## config.mk

```make
export PLATFORM = sky130hd
export DESIGN_NAME = byte_stream_ctrl
export DESIGN_NICKNAME = d
export VERILOG_FILES = /design/src/rtl/byte_stream_pkg.sv /design/src/rtl/byte_pattern_gen.sv /design/src/rtl/byte_stream_ctrl.sv
export SDC_FILE = /design/constraint.sdc
export NUM_CORES = 1
export LEC_CHECK = 0
export BUFFER_PORTS_ARGS = -buffer_cell sky130_fd_sc_hd__buf_2
export CORE_MARGIN = 2
export CORE_UTILIZATION = 50
export DETAILED_ROUTE_END_ITERATION = 7
export PLACE_DENSITY = 0.8
export RECOVER_POWER = 100
export SETUP_SLACK_MARGIN = 0.1
export SYNTH_ARGS = -nofsm -noshare
export SYNTH_HDL_FRONTEND = slang
export SYNTH_SLANG_ARGS = --single-unit
```

## constraint.sdc

```tcl
create_clock -name clk -period 5.8 [get_ports clk]
set_input_delay 0.58 -clock clk [delete_from_list [all_inputs] [get_ports clk]]
set_output_delay 0.58 -clock clk [all_outputs]
set_load 0.1 [all_outputs]
```

## src/rtl/byte_stream_pkg.sv

```systemverilog
// Shared types and constants for the byte stream controller.
// Pattern selection is controlled by the BYTE_LFSR_PATTERN_EN macro (see byte_pattern_gen).
package byte_stream_pkg;

  typedef enum logic [1:0] {
    ST_IDLE,
    ST_SEND,
    ST_GAP,
    ST_DONE
  } state_e;

  localparam logic [7:0] LFSR_TAPS = 8'hB8;
  localparam logic [7:0] LFSR_SEED = 8'h01;

  localparam int SPEED_MAX_DEF  = 16;
  localparam int SPEED_INIT_DEF = 8;
  localparam int GAP_UNIT_DEF   = 100000;

  // Fibonacci step for x^8+x^6+x^5+x^4+1: feedback enters at bit 0.
  function automatic logic [7:0] lfsr_next(input logic [7:0] cur);
    return {cur[6:0], ^(cur & LFSR_TAPS)};
  endfunction

endpackage

```

## src/rtl/byte_pattern_gen.sv

```systemverilog
// Test-byte pattern register: LFSR when BYTE_LFSR_PATTERN_EN is defined,
// otherwise an incrementing counter starting at 0x00.
module byte_pattern_gen
  import byte_stream_pkg::*;
(
  input  logic       clk,
  input  logic       reset,
  input  logic       load_i,
  input  logic       advance_i,
  output logic [7:0] pattern_o
);

  logic [7:0] pattern_q;
  logic [7:0] pattern_d;
  logic [7:0] seed;
  logic [7:0] nextPattern;

`ifdef BYTE_LFSR_PATTERN_EN
  assign seed        = LFSR_SEED;
  assign nextPattern = lfsr_next(pattern_q);
`else
  assign seed        = 8'h00;
  assign nextPattern = pattern_q + 8'd1;
`endif

  always_comb begin
    pattern_d = pattern_q;
    if (load_i) begin
      pattern_d = seed;
    end else if (advance_i) begin
      pattern_d = nextPattern;
    end
  end

  always_ff @(posedge clk or negedge reset) begin
    if (!reset) begin
      pattern_q <= 8'h00;
    end else begin
      pattern_q <= pattern_d;
    end
  end

  assign pattern_o = pattern_q;

endmodule

```

## src/rtl/byte_stream_ctrl.sv

```systemverilog
// Generates a paced stream of test bytes over valid/ready and exposes display values.
// Byte pattern chosen by BYTE_LFSR_PATTERN_EN (LFSR) or its absence (counter).
module byte_stream_ctrl #(
  parameter int SPEED_MAX  = byte_stream_pkg::SPEED_MAX_DEF,
  parameter int SPEED_INIT = byte_stream_pkg::SPEED_INIT_DEF,
  parameter int GAP_UNIT   = byte_stream_pkg::GAP_UNIT_DEF
) (
  input  logic       clk,
  input  logic       reset,
  input  logic       start,
  input  logic       abort,
  input  logic       speed_up,
  input  logic       speed_down,
  input  logic [7:0] len_sw,
  input  logic       tx_ready,
  output logic       tx_valid,
  output logic [7:0] tx_data,
  output logic [7:0] num,
  output logic [7:0] speed,
  output logic [7:0] num_of_bytes,
  output logic [7:0] byte_count,
  output logic       busy,
  output logic       done
);
  import byte_stream_pkg::*;

  localparam int         GAP_W       = $clog2(SPEED_MAX * GAP_UNIT + 1);
  localparam logic [7:0] SPEED_MAX8  = 8'(SPEED_MAX);
  localparam logic [7:0] SPEED_INIT8 = 8'(SPEED_INIT);

  state_e           state_q;
  logic [7:0]       speed_q;
  logic [7:0]       speed_d;
  logic [7:0]       numBytes_q;
  logic [7:0]       byteCount_q;
  logic [GAP_W-1:0] gap_q;
  logic             abortPend_q;
  logic             txValid_q;
  logic             busy_q;
  logic             done_q;

  logic             loadPat;
  logic             advancePat;
  logic             handshake;
  logic             abortNow;
  logic             lastByte;
  logic [GAP_W-1:0] gapLoad;
  logic [7:0]       pattern;

  assign loadPat    = (state_q == ST_IDLE) && start && (len_sw != 8'd0);
  assign handshake  = (state_q == ST_SEND) && tx_ready;
  assign abortNow   = abort || abortPend_q;
  assign lastByte   = (byteCount_q + 8'd1) == numBytes_q;
  assign advancePat = (state_q == ST_GAP) && !abort && (gap_q == GAP_W'(1));

  // Gap length follows the speed register as it stands when the gap is loaded.
  assign gapLoad = GAP_W'((SPEED_MAX + 1 - int'(speed_q)) * GAP_UNIT);

  always_comb begin
    speed_d = speed_q;
    if (speed_up && !speed_down && (speed_q < SPEED_MAX8)) begin
      speed_d = speed_q + 8'd1;
    end else if (speed_down && !speed_up && (speed_q > 8'd1)) begin
      speed_d = speed_q - 8'd1;
    end
  end

  always_ff @(posedge clk or negedge reset) begin
    if (!reset) begin
      state_q     <= ST_IDLE;
      speed_q     <= SPEED_INIT8;
      numBytes_q  <= 8'd0;
      byteCount_q <= 8'd0;
      gap_q       <= '0;
      abortPend_q <= 1'b0;
      txValid_q   <= 1'b0;
      busy_q      <= 1'b0;
      done_q      <= 1'b0;
    end else begin
      speed_q <= speed_d;
      done_q  <= 1'b0;
      case (state_q)
        ST_IDLE: begin
          abortPend_q <= 1'b0;
          if (start) begin
            numBytes_q  <= len_sw;
            byteCount_q <= 8'd0;
            if (len_sw != 8'd0) begin
              state_q   <= ST_SEND;
              txValid_q <= 1'b1;
              busy_q    <= 1'b1;
            end else begin
              state_q <= ST_DONE;
              done_q  <= 1'b1;
            end
          end
        end
        ST_SEND: begin
          if (handshake) begin
            byteCount_q <= byteCount_q + 8'd1;
            txValid_q   <= 1'b0;
            if (lastByte || abortNow) begin
              state_q     <= ST_DONE;
              busy_q      <= 1'b0;
              done_q      <= 1'b1;
              abortPend_q <= 1'b0;
            end else begin
              state_q <= ST_GAP;
              gap_q   <= gapLoad;
            end
          end else if (abort) begin
            // The offered byte cannot be withdrawn, so remember the request.
            abortPend_q <= 1'b1;
          end
        end
        ST_GAP: begin
          if (abort) begin
            state_q     <= ST_DONE;
            busy_q      <= 1'b0;
            done_q      <= 1'b1;
            abortPend_q <= 1'b0;
          end else if (gap_q == GAP_W'(1)) begin
            state_q   <= ST_SEND;
            txValid_q <= 1'b1;
          end else begin
            gap_q <= gap_q - GAP_W'(1);
          end
        end
        ST_DONE: begin
          state_q     <= ST_IDLE;
          abortPend_q <= 1'b0;
        end
        default: state_q <= ST_IDLE;
      endcase
    end
  end

  byte_pattern_gen u_pattern (
    .clk       (clk),
    .reset     (reset),
    .load_i    (loadPat),
    .advance_i (advancePat),
    .pattern_o (pattern)
  );

  assign tx_valid     = txValid_q;
  assign tx_data      = pattern;
  assign num          = pattern;
  assign speed        = speed_q;
  assign num_of_bytes = numBytes_q;
  assign byte_count   = byteCount_q;
  assign busy         = busy_q;
  assign done         = done_q;

endmodule

```

==> qor.yml, run 1 <==
yosys:
  synth_cell_types: 61
  synth_area_per_cell_um2: 8.89
  synthesis.nets: 668
  async_flop_share_pct: 100
  synth-main-ff-cell: "dfrtp_1"
  netlist_area_um2: 5150
  syn-instance-count: 579
  ys_ff_latch: 59
  yosys_warnings: 0
  synth_edf_count: 0
  yosysSeqAreaShare_pct: 28.7
clocking:
  insertion_delay_ns: 0.35
  cts_max_level: 3
  cts_root_buf: "clkbuf_8"
  numClockSinks: 59
  cts_buffer_depth: 2
  clk_pin_slew_ns: 0.07
  cts_tree: "built"
  cts-buffers-inserted: 9
run_status:
  outcome: "complete, but fails checks"
  violations: "max-capacitance violations, max-slew violations"
worst_hold_path:
  holdPathStages: 2
  min_path_type: "primary input to register"
  min_delay_worst_endpoint: "num_of_bytes[0]"
  hold_start: "len_sw[0]"
finish:
  filler_cell_count: 936
  final_cell_mix: "ha_1, dfrtp_1, nand2_1"
  syn_to_final_growth_pct: 8.41
  diodes: 0
  drive_gt1_share_pct: 7.61
  fin_nets: 703
route:
  wire_per_inst_um: 15.0
  initialDrtViolationCount: 207
  via_per_inst: 5.67
  ant_nets: 0
  dr.pass1.iters: 5
  vias: 4274
  drt_drc_violations_left: 0
  wirelength_um: 11300
placed_design:
  io_buffers: 57
  place.gp.congestion: 0.862
  place_hpwl_um: 8400
sta:
  slew_viol_final: 117
  period_needed_ns: 5.41
  skew_ns: 0.0201
  report.final.hold_viol_count: 0
  slew_headroom_pct: -116
  finalSetupViolations: 0
  fmax_mhz: 185
  grt_setup_unrepaired: "no"
  worstMarginPinSlew_ns: 3.23
  fin_crit_sh_pct: 93.3
  setup_tns_ns: 0
critical_path:
  cp_common_cell: "ha_1"
  r2r_slack_ns: 0.39
  cp-end-kind: "register"
  regToRegStartpoint: "speed[2]"
  crit_chain: "inv_1 > ha_1 > inv_1 > o21ai_0 > xnor2_1 > ha_1 > inv_1 > fa_1 > inv_1 > ha_1 > fa_1 > ha_1 > ha_1 > fa_1 > a21o_1 > a21oi_1 > o21bai_1 > a21oi_1 > xor2_1 > o21ai_0 > a22o_1"
  regToRegEndpoint: "gap_q[17]"
  rr_worst_depth: 21
  cp.required_ns: 6.02
  critPathArrivalTime_ns: 5.63
  critical_path.startpoint_type: "register"
  slowest_delay_ns: 0.50
  crit_fanout: 11
  crit_slowest_cell: "dfrtp_1"
  criticalPathCategory: "register to register"
floorplanning:
  core_area_um2: 10100
  die_w_um: 105
  die_h_um: 105
  rows: 37
  die_area_um2: 11100
  ios: 58
  start_util_pct: 50.8
global_route:
  antenna_found_initial: 0
  grt.total_usage_pct: 20.8
  grt_pass1_wl_um: 19200
  grt_max_degree: 60
  grt_overflow: 0
  grt_pass1_vias: 4220
job:
  maxCapViolations: 3
## per-stage QoR
| stage | std cells | instance area, µm² | hold WS, ns | setup WS (ns) | util, % |
|---|---|---|---|---|---|
| final | 754 | 5580 | 0.480 | 0.388 | 55.0 |
| after global routing | 754 | 5580 | 0.482 | 0.0813 | 55.0 |
| after CTS | 754 | 5660 | 0.419 | 0.460 | 55.8 |
| after detailed placement | 739 | 5460 | 0.487 | 0.469 | 53.8 |
| after global placement | 739 | 5460 | 0.482 | 0.717 | 53.8 |
| after floorplan | 579 | 5150 | 0.284 | 0.133 | - |
## cells by family (layout without fill, tap and decap cells)
family          after synthesis  in the layout  synth area share [%]
simple gates                177            177                  17.2
compound gates              125            125                  15.7
buf+inv                      83            122                  7.12
fa+ha+maj                    74             74                  20.3
flops                        59             59                  28.7
xor+xnor                     45             45                  7.66
mux                          16             16                  3.35
## cell usage after synthesis (10+ instances only)
| cell | n | area, µm² |
|---|---|---|
| xor2_1 | 18 | 158 |
| nand2_1 | 54 | 203 |
| ha_1 | 58 | 726 |
| nand2b_1 | 10 | 62.6 |
| nand3_1 | 19 | 95.1 |
| nor3_1 | 15 | 75.1 |
| o21ai_0 | 27 | 135 |
| clkbuf_1 | 21 | 78.8 |
| inv_1 | 46 | 173 |
| a21oi_1 | 37 | 185 |
| fa_1 | 16 | 320 |
| xnor2_1 | 27 | 236 |
| dfrtp_1 | 58 | 1450 |
| nor2_1 | 36 | 135 |
## layout make-up
cell class                      instances  area, µm²  area share, %
Timing Repair Buffer                   61        254           4.55
Inverter                               46        173           3.09
Tap cell                              136        170           3.05
Multi-Input combinational cell        437       3300           59.2
Sequential cell                        59       1480           26.5
Clock buffer                           11        151           2.71
Clock inverter                          4       50.0          0.897
## worst max path at each step
stage / from / end / slack [ns]
2_1_floorplan: speed[1] / gap_q[17] / 0.13
3_3_place_gp: speed[2] / gap_q[17] / 0.72
3_5_place_dp: speed[2] / gap_q[20] / 0.47
4_1_cts: speed[2] / gap_q[20] / 0.46
5_1_grt: speed[2] / gap_q[19] / 0.08
6_report: speed[2] / gap_q[17] / 0.39
## worst max-delay path, delay by kind of cell (launching register included)
family / cells / cell delay (ns)
flops: 1 / 0.50
xor+xnor: 2 / 0.39
fa+ha+maj: 8 / 2.68
compound gates: 7 / 1.43
buf+inv: 4 / 0.30
## what timing repair did
| item | CTS | global route |
|---|---|---|
| endpoints found under the setup margin | 0 | 1 |
| gates resized for setup | 0 | 1 |
| buffers inserted | 0 | 0 |
| hold buffers | 0 | 0 |
## registers in the layout (all words and copies together), names as in the netlist
| signal | cells |
|---|---|
| byte_count | 8 |
| abortPend_q | 1 |
| speed | 8 |
| done | 1 |
| busy | 1 |
| gap_q | 21 |
| tx_valid | 1 |
| u_pattern.pattern_o | 8 |
| num_of_bytes | 8 |
| state_q | 2 |
## per-layer routing
metal	wire, µm	share of wire (%)	track usage, %	up-vias
li1	-	-	-	2091
met1	5030	44	26.3	2063
met2	5720	50	36.6	107
met3	431	3.8	3.34	13
met4	140	1.2	6.10	0
met5	0	0	0	-
Power of run 1 is left out: the tool's default activity adds up to more than one toggle a clock period on the data nets, which glitch-free logic cannot reach.
==> inputs of run 2 (changes only) <==
CTS_CLUSTER_SIZE = 20   (was unset)
REMOVE_ABC_BUFFERS = 1   (was unset)
==> qor.yml, run 2 (synthesis results as in run 1) <==
run_status:
  outcome: "complete, but fails checks"
  violations: "max-capacitance violations, max-slew violations"
floorplanning:
  ios: 58
  rows: 37
  die_area_um2: 11100
  die_h_um: 105
  core_area_um2: 10100
  die_w_um: 105
  start_util_pct: 50.8
sta:
  report.final.hold_viol_count: 0
  fmax_mhz: 185
  period_needed_ns: 5.41
  grt_setup_unrepaired: "no"
  worstMarginPinSlew_ns: 3.29
  slew_headroom_pct: -119
  fin_crit_sh_pct: 93.3
  setup_tns_ns: 0
  finalSetupViolations: 0
  skew_ns: 0.0106
  slew_viol_final: 101
route:
  drt_drc_violations_left: 0
  vias: 4336
  wirelength_um: 11800
  wire_per_inst_um: 15.6
  via_per_inst: 5.74
  ant_nets: 0
  initialDrtViolationCount: 410
  dr.pass1.iters: 5
global_route:
  antenna_found_initial: 0
  grt_pass1_wl_um: 19400
  grt_overflow: 0
  grt_max_degree: 60
  grt_pass1_vias: 4184
  grt.total_usage_pct: 21.4
finish:
  fin_nets: 704
  final_cell_mix: "ha_1, dfrtp_1, nand2_1"
  filler_cell_count: 908
  final_area_um2: 5610
  syn_to_final_growth_pct: 9.04
  largest_reg_flops: 21
  largest_register: "gap_q"
  drive_gt1_share_pct: 7.90
  diodes: 0
clocking:
  cts_hold_buffers: 0
  insertion_delay_ns: 0.35
  cts-buffers-inserted: 9
  numClockSinks: 59
  cts_tree: "built"
  cts_max_level: 3
  cts_root_buf: "clkbuf_8"
  clk_pin_slew_ns: 0.07
  cts_buffer_depth: 2
critical_path:
  critical_path.startpoint_type: "register"
  cp-end-kind: "register"
  cp_common_cell: "ha_1"
  critPathBufInv: 4
  slowest_delay_ns: 0.55
  cp.required_ns: 6.03
  critPathArrivalTime_ns: 5.64
  criticalPathCategory: "register to register"
  crit_fanout: 11
  path_delay_family: "adder cells"
  crit_slowest_cell: "dfrtp_1"
  crit_chain: "inv_1 > ha_1 > inv_1 > o21ai_0 > xnor2_1 > ha_1 > inv_1 > fa_1 > inv_1 > ha_1 > fa_1 > ha_1 > ha_1 > fa_1 > a21o_1 > a21oi_1 > o21bai_1 > a21oi_1 > xor2_1 > o21ai_0 > a22o_1"
placed_design:
  placed_cell_area_um2: 5460
  place_hpwl_um: 8760
  place.gp.congestion: 0.899
  io_buffers: 57
job:
  maxCapViolations: 3
worst_hold_path:
  min_path_type: "primary input to register"
[run 2: routing by layer]
metal	part of all wire [%]	wire length, µm	global-route usage [%]	vias up
met4	2.4	282	9.71	0
met5	0	0	0	-
met3	4.0	466	3.53	26
met2	49	5720	34.4	124
li1	-	-	-	2083
met1	45	5290	28.4	2103
[run 2: repair_timing]
item                                   in CTS  in global routing
endpoints found under the hold margin       0                  0
resized for setup                           0                  1
setup buffers                               0                  1
setup endpoints to repair                   0                  2
[run 2: worst register-to-register path, stage by stage, from the launching register on]
cell and delay, ns:
dfrtp_1 0.55, inv_1 0.15, ha_1 0.25, inv_1 0.06, o21ai_0 0.10, xnor2_1 0.33, ha_1 0.26, inv_1 0.07
fa_1 0.47, inv_1 0.04, ha_1 0.30, fa_1 0.49, ha_1 0.31, ha_1 0.24, fa_1 0.41, a21o_1 0.20
a21oi_1 0.28, o21bai_1 0.10, a21oi_1 0.18, xor2_1 0.17, o21ai_0 0.09, a22o_1 0.25
[run 2: worst paths after layout]
check | from | end | slack (ns) | depth (start not counted)
hold reg to reg | gap_q[12] | gap_q[12] | 0.51 | 1
setup / recovery | speed[2] | gap_q[17] | 0.39 | 21
setup reg to reg | speed[2] | gap_q[17] | 0.39 | 21
hold / removal | len_sw[4] | num_of_bytes[4] | 0.48 | 2
min in group asynchronous | reset | byte_count[6] | 1.43 | 2
max in group asynchronous | reset | gap_q[6] | 2.52 | 2
[run 2: metrics by stage]
step           util, %  worst slack, ns  hold slack (ns)  cells
2_1_floorplan        -           0.0285            0.284    542
3_3_place_gp      53.8            0.693            0.482    739
3_5_place_dp      53.8            0.454            0.491    739
4_1_cts           56.0            0.400            0.412    755
5_1_grt           55.4           0.0756            0.471    756
6_report          55.4            0.387            0.480    756
[run 2: final cells by class]
class | instances | area (µm²) | share of cell area, %
Tap cell | 136 | 170 | 3.03
Multi-Input combinational cell | 437 | 3310 | 58.9
Sequential cell | 59 | 1480 | 26.3
Clock buffer | 9 | 124 | 2.21
Timing Repair Buffer | 62 | 262 | 4.66
Inverter | 46 | 173 | 3.08
Clock inverter | 7 | 98.8 | 1.76
Power of run 2 is left out for the same reason.
==> inputs of run 3 (changes only) <==
CELL_PAD_IN_SITES_DETAIL_PLACEMENT = 0   (was unset)
CELL_PAD_IN_SITES_GLOBAL_PLACEMENT = 2   (was unset)
CORE_MARGIN = unset   (was 2)
CORE_UTILIZATION = 37   (was 50)
GPL_TIMING_DRIVEN = 0   (was unset)
PLACE_DENSITY = 0.91   (was 0.8)
==> qor.yml, run 3 (synthesis results as in run 1) <==
floorplanning:
  die_area_um2: 14400
  ios: 58
  rows: 42
  die_h_um: 120
  core_area_um2: 13400
  start_util_pct: 38.4
  die_w_um: 120
finish:
  largest_register: "gap_q"
  diodes: 0
  drive_gt1_share_pct: 7.63
  syn_to_final_growth_pct: 11.2
  fin_nets: 700
  final_cell_mix: "ha_1, dfrtp_1, nand2_1"
  largest_reg_flops: 21
  layout_commonest_cell: "ha_1"
route:
  wire_per_inst_um: 14.9
  vias: 4197
  initialDrtViolationCount: 285
  ant_nets: 0
  via_per_inst: 5.30
  wirelength_um: 11800
  dr.pass1.iters: 5
  drt_drc_violations_left: 0
run_status:
  outcome: "complete, but fails checks"
  violations: "max-capacitance violations, max-slew violations"
job:
  maxCapViolations: 2
global_route:
  grt_max_degree: 60
  grt_overflow: 0
  grt.total_usage_pct: 17.4
  antenna_found_initial: 0
  grt_pass1_vias: 4060
  grt_pass1_wl_um: 20000
placed_design:
  io_buffers: 57
  place.gp.congestion: 0.823
  place_hpwl_um: 8720
sta:
  slew_viol_final: 131
  report.final.hold_viol_count: 0
  worstMarginPinSlew_ns: 3.39
  fin_crit_sh_pct: 92.4
  grt_setup_unrepaired: "no"
  setup_tns_ns: 0
  fmax_mhz: 187
  skew_ns: 0.00693
  finalSetupViolations: 0
  period_needed_ns: 5.36
  slew_headroom_pct: -126
critical_path:
  crit_fanout: 11
  cp.required_ns: 6.02
  criticalPathCategory: "register to register"
  critPathArrivalTime_ns: 5.58
  critical_path.startpoint_type: "register"
  cp-end-kind: "register"
clocking:
  numClockSinks: 59
  cts_hold_buffers: 0
  cts_max_level: 3
  clk_pin_slew_ns: 0.06
  post_cts_buffers: 0
  cts-buffers-inserted: 9
  cts_tree: "built"
  cts_root_buf: "clkbuf_16"
  cts_buffer_depth: 2
  insertion_delay_ns: 0.33
worst_hold_path:
  min_path_type: "primary input to register"
==> run 3: layout make-up <==
cell class	count	area, µm²
Inverter	46	173
Clock buffer	11	243
Fill cell	1359	7670
Clock inverter	5	77.6
Tap cell	176	220
Multi-Input combinational cell	437	3300
Timing Repair Buffer	58	234
Sequential cell	59	1480
==> run 3: stage by stage <==
stage | hold slack (ns) | setup slack [ns] | utilization (%) | cell area, µm² | std cells
2_1_floorplan | 0.284 | 0.0285 | - | 4950 | 542
3_3_place_gp | 0.483 | 0.102 | 40.7 | 5460 | 775
3_5_place_dp | 0.489 | 0.177 | 41.1 | 5510 | 776
4_1_cts | 0.368 | 0.155 | 43.5 | 5830 | 792
5_1_grt | 0.487 | 0.0820 | 42.7 | 5730 | 792
6_report | 0.495 | 0.439 | 42.7 | 5730 | 792
==> run 3: timing repair <==
action / in CTS / in global routing
setup endpoints to repair: 0 / 3
hold endpoints to repair: 0 / 0
resized for setup: 0 / 6
==> run 3: worst paths after layout <==
check / to / slack [ns] / cells after the start / startpoint
max: gap_q[17] / 0.44 / 21 / speed[1]
min: num_of_bytes[0] / 0.50 / 2 / len_sw[0]
max reg2reg: gap_q[17] / 0.44 / 21 / speed[1]
min reg2reg: gap_q[12] / 0.51 / 1 / gap_q[12]
max in group asynchronous: speed[2] / 2.24 / 1 / reset
min in group asynchronous: byte_count[7] / 1.39 / 1 / reset
==> run 3: routing by layer <==
layer  part of all wire [%]  wire length (µm)  track usage [%]  up-vias
met5                      0                 0                0        -
met4                    1.0               121             5.63        0
met3                    4.1               479             3.28       10
met2                     46              5380             26.8       79
met1                     49              5810             24.3     2024
li1                       -                 -                -     2084
==> run 3: worst max-delay path, stage by stage (launching register included) <==
cell and delay (ns):
dfrtp_2 0.49, inv_1 0.14, ha_1 0.26, inv_1 0.06, o21ai_1 0.08, xnor2_1 0.33, ha_1 0.28, inv_1 0.07
fa_1 0.48, inv_1 0.04, ha_1 0.30, fa_1 0.49, ha_1 0.30, ha_1 0.23, fa_1 0.41, a21o_1 0.21
a21oi_2 0.20, o21bai_1 0.08, a21oi_1 0.18, xor2_1 0.22, o21ai_0 0.11, a22o_1 0.30
Power of run 3 is left out for the same reason.
